$ cat src/rtl/instruction_fetch.sv
// Instruction fetch stage: a PC register drives a combinational instruction memory and a
// one-entry IF/ID slot with a decode handshake, branch redirect, and a sticky range/alignment fault.
module instruction_fetch #(
  parameter logic [63:0] RESET_PC  = 64'h0,
  parameter int          MEM_BYTES = 128
) (
  input  logic        clk,
  input  logic        reset,
  output logic [63:0] read_address,
  input  logic [31:0] instruction,
  input  logic        branch_taken,
  input  logic [63:0] branch_target,
  input  logic        id_ready,
  output logic        if_id_valid,
  output logic [31:0] if_id_instruction,
  output logic [63:0] if_id_pc,
  output logic        fetch_fault,
  output logic [63:0] fault_pc
);

  typedef enum logic {S_FETCH, S_FAULT} state_t;

  // Highest PC whose full 4-byte word still lies inside the memory.
  localparam logic [63:0] LAST_WORD = 64'(MEM_BYTES) - 64'd4;

  state_t      state, state_nxt;
  logic [63:0] pc;
  logic        slot_free, illegal;
  logic        capture, take_fault, drain;

  assign read_address = pc;
  assign slot_free    = !if_id_valid || id_ready;
  assign illegal      = (pc[1:0] != 2'b00) || (pc > LAST_WORD);

  always_ff @(posedge clk) begin
    if (reset) state <= S_FETCH;
    else       state <= state_nxt;
  end

  always_comb begin
    state_nxt = state;
    if (branch_taken)                      state_nxt = S_FETCH;
    else if (state == S_FETCH && illegal)  state_nxt = S_FAULT;
  end

  always_comb begin
    capture     = 1'b0;
    take_fault  = 1'b0;
    drain       = 1'b0;
    fetch_fault = (state == S_FAULT);
    if (!branch_taken) begin
      unique case (state)
        S_FETCH: begin
          if (illegal) begin
            take_fault = 1'b1;
            drain      = id_ready;
          end else if (slot_free) begin
            capture = 1'b1;
          end
        end
        S_FAULT: drain = id_ready;
        default: ;
      endcase
    end
  end

  always_ff @(posedge clk) begin
    if (reset) begin
      pc                <= RESET_PC;
      if_id_valid       <= 1'b0;
      if_id_instruction <= '0;
      if_id_pc          <= '0;
      fault_pc          <= '0;
    end else if (branch_taken) begin
      // Redirect flushes the slot even while decode is stalled.
      pc          <= branch_target;
      if_id_valid <= 1'b0;
    end else begin
      if (capture) begin
        if_id_instruction <= instruction;
        if_id_pc          <= pc;
        if_id_valid       <= 1'b1;
        pc                <= pc + 64'd4;
      end
      if (take_fault) fault_pc    <= pc;
      if (drain)      if_id_valid <= 1'b0;
    end
  end

endmodule

$ cat config.mk
export PLATFORM = sky130hd
export DESIGN_NAME = instruction_fetch
export DESIGN_NICKNAME = d
export VERILOG_FILES = /design/src/rtl/instruction_fetch.sv
export SDC_FILE = /design/constraint.sdc
export NUM_CORES = 1
export LEC_CHECK = 0
export CORE_UTILIZATION = 45
export CTS_BUF_LIST = sky130_fd_sc_hd__clkbuf_2
export CTS_CLUSTER_SIZE = 20
export DETAILED_ROUTE_END_ITERATION = 8
export DONT_BUFFER_PORTS = 1
export PLACE_DENSITY_LB_ADDON = 0.3
export RECOVER_POWER = 100
export SYNTH_ARGS = -nofsm -noshare
export SYNTH_HDL_FRONTEND = slang
export SYNTH_SLANG_ARGS = --single-unit
$ cat constraint.sdc
create_clock -name clk -period 1.95 [get_ports clk]
set_input_delay 0.39 -clock clk [delete_from_list [all_inputs] [get_ports clk]]
set_output_delay 0.39 -clock clk [all_outputs]
set_load 0.01 [all_outputs]
==> flow_summary.json <==
{
  "drt-met1-wl_um": 9965,
  "layoutNonFillerInstCount": 1345,
  "clock_skew_ps": 40.12,
  "setup_viol": 166,
  "maxSlewViolCount": 0,
  "synth_top_cell_by_area": "dfxtp_1",
  "grt_usage_pct": 23.78,
  "timing.critical_path.from": "read_address[8]",
  "met2WireLength_um": 12000,
  "hold_path_class": "input port to flip-flop",
  "synth_warnings": 0,
  "fill_cells": 1567,
  "io_pins": 326,
  "worst_ep_required_time_ps": 2600,
  "critPathArrivalTime_ps": 2800,
  "drt_first_pass_iters": 8,
  "placed_cells": 1095,
  "numCtsBuffers": 56,
  "drtAntennaViolNets": 0,
  "hold_end": "fetch_fault",
  "drive_gt1_share_pct": 20.27,
  "fmax_mhz": 464.7,
  "cellPowerDensity_mw_per_mm2": 780.8,
  "syn_nets": 930,
  "clk_pin_slew_worst_paths_ps": 110,
  "dieArea_mm2": 0.01956,
  "p_seq_share_pct": 52.9,
  "fin_crit_sh_pct": 110.3,
  "cap_violations": 0,
  "rsz0062_at_grt": "yes",
  "crit_top_cell": "buf_4",
  "timing.rr.start": "read_address[8]",
  "clock-root-buffer": "clkbuf_2",
  "start_kind": "flip-flop",
  "cts_tree": "built",
  "wl_met3_um": 2048,
  "synth_top_cell_area_share_pct": 52.90,
  "maxUsedRoutingLayer": "met4",
  "yosysUniqueCellTypes": 35,
  "r2r_end": "fault_pc[62]",
  "initial_core_util_pct": 45.88,
  "final_hold_viol_count": 0,
  "h-tree-depth": 2,
  "nets": 1175,
  "min_from": "reset",
  "synth_flop_cell": "dfxtp_1",
  "grt_pass1_wl_um": 37210,
  "yosys.cell_count.top_type": "dfxtp_1",
  "post-place-ws_ps": -393.9,
  "r2r_setup_slack_ps": -200,
  "syn_inst": 829,
  "place_area_mm2": 0.009373,
  "crit_fanout": 7,
  "leakage_nw": 4.853,
  "antenna_found_initial": 1,
  "place_congestion": 0.7838,
  "dpl.hpwl_um": 14050,
  "switchingPower_mw": 2.391,
  "worst_slack_ps": -201.7,
  "power_mw": 9.189,
  "clock_latency_ps": 790,
  "drt-total-wl_um": 24650,
  "worst_pin_slew_ps": 643.2,
  "synth_area_per_cell_um2": 10.32,
  "reg2reg_depth": 9,
  "vias_per_cell": 5.169,
  "io_buffers": 0,
  "clock-sinks": 226,
  "clock_path_buffers": 3,
  "synth_area_leaders": "dfxtp_1 (53%), mux2i_1 (15%), nand2b_1 (12%)",
  "ys_top_cells_by_count": "dfxtp_1 (226), nand2b_1 (164), mux2i_1 (127)",
  "pwr-share-comb_pct": 10.4,
  "vias": 6952,
  "async_flop_share_pct": 0,
  "num_rows": 50,
  "core_area_mm2": 0.01864,
  "internal-power_mw": 6.798,
  "slowest_delay_ps": 350,
  "relSlewSlack_pct": 56.98,
  "grt_overflow": 0,
  "hold_depth": 2,
  "peakVddDrop_mv": 0.4022,
  "criticalPathCategory": "flip-flop to flip-flop",
  "violations": "DRC, setup timing",
  "fin_crit_ps": 2152,
  "status": "finished, violations left",
  "drtIter0Drc": 233,
  "grt_pass1_vias": 6995,
  "p_clk_share_pct": 36.7,
  "cp_cell_sequence": "nor4_2 > buf_4 > nand4_1 > buf_4 > nor4_4 > nor3_4 > buf_4 > buf_6 > mux2i_1",
  "cp-end-kind": "flip-flop",
  "switching_share_pct": 26.02,
  "ys_seq_area_share_pct": 52.90,
  "fp.dieH_um": 139.9,
  "slowest_stage": "dfxtp_2",
  "grt_max_degree": 172,
  "wl_per_cell_um": 18.33,
  "fin_area_mm2": 0.01177,
  "drc": 1,
  "setup_tns_ps": -20090,
  "syn-cell-area_mm2": 0.008553,
  "synth_seq_cells": 226,
  "die_w_um": 139.9,
  "area_growth_pct": 37.60,
  "synth-edff-count": 0
}
## stage by stage
step,hold slack (ps),utilization [%]
5_1_grt,113.3,63.13
2_1_floorplan,492.6,-
6_report,169.3,63.13
3_3_place_gp,482.7,50.28
4_1_cts,-441.9,61.91
3_5_place_dp,484.5,50.28
## final cells by class
type	count	area (um^2)	share of cell area (%)
sequential	226	4533	38.52
multi-input combinational	539	4101	34.85
timing repair buffer	246	2281	19.38
clock buffer	84	420.4	3.572
tap	234	292.8	2.488
clock inverter	10	118.9	1.010
inverter	5	18.77	0.1595
antenna	1	2.502	0.02126
## what timing repair did
item / 4_1_cts / 5_1_grt
setup endpoints to repair: 168 / 168
pin swaps: 15 / 39
buffers inserted: 3 / 13
gates resized for setup: 56 / 76
hold buffers: 133 / 5
gates cloned: 3 / 4
hold endpoints to repair: 226 / 47
## state kept, by name, summed over array words and instances, names as in the netlist
register and cells:
read_address 64, fault_pc 64, if_id_pc 64, if_id_valid 1, if_id_instruction 32, fetch_fault 1
## routing by layer
metal / GRT usage, % / vias to the layer above
met1: 27.15 / 3296
met5: 0 / -
met2: 40.13 / 277
met3: 8.637 / 54
met4: 9.774 / 0
li1: - / 3325
## worst max path at each step
stage                 endpoint  cells past startpoint
3_5_place_dp   read_address[6]                      6
3_3_place_gp   read_address[6]                      6
4_1_cts        read_address[6]                      6
5_1_grt           if_id_pc[12]                      8
6_report          fault_pc[62]                      9
2_1_floorplan  read_address[6]                      5
## worst max-delay path, delay by kind of cell (launching register included)
kind	cells	cell delay, ps
DFF	1	350
and+or+nand+nor	4	830
muxes	1	110
buffers and inverters	4	730
## cells in the final DEF, fill, tap and decap left out, drive strengths merged, types with 16 or more instances in the layout
cell type | Yosys | final
dfxtp | 226 | 226
nand4b | 32 | 32
and2 | 60 | 60
mux2i | 127 | 127
o21ai | 33 | 33
nand2b | 164 | 164
buf | 12 | 63
nor4 | 16 | 16
nor2 | 66 | 66
dlygate4sd3 | 0 | 137
clkbuf | 47 | 130
## cells by family (layout without fill, tap and decap cells)
kind of cell	count (synthesis)	in the layout	share of synthesized area, %
AOI/OAI and AO/OA	47	47	3.248
adders and majority gates	1	1	0.1463
buffers and inverters	64	345	2.940
DFF	226	226	52.90
muxes	127	127	14.86
other	0	1	0
and+or+nand+nor	364	364	25.91
## power by group through the flow
stage	sequential (mW)	combinational [mW]	clock [mW]
3_5_place_dp	4.95	0.671	0
5_1_grt	4.88	1.02	3.76
6_report	4.86	0.956	3.37
2_1_floorplan	5.00	0.435	0
3_3_place_gp	4.95	0.664	0
4_1_cts	4.86	0.949	3.49
Power figures use the tool's default switching activity.
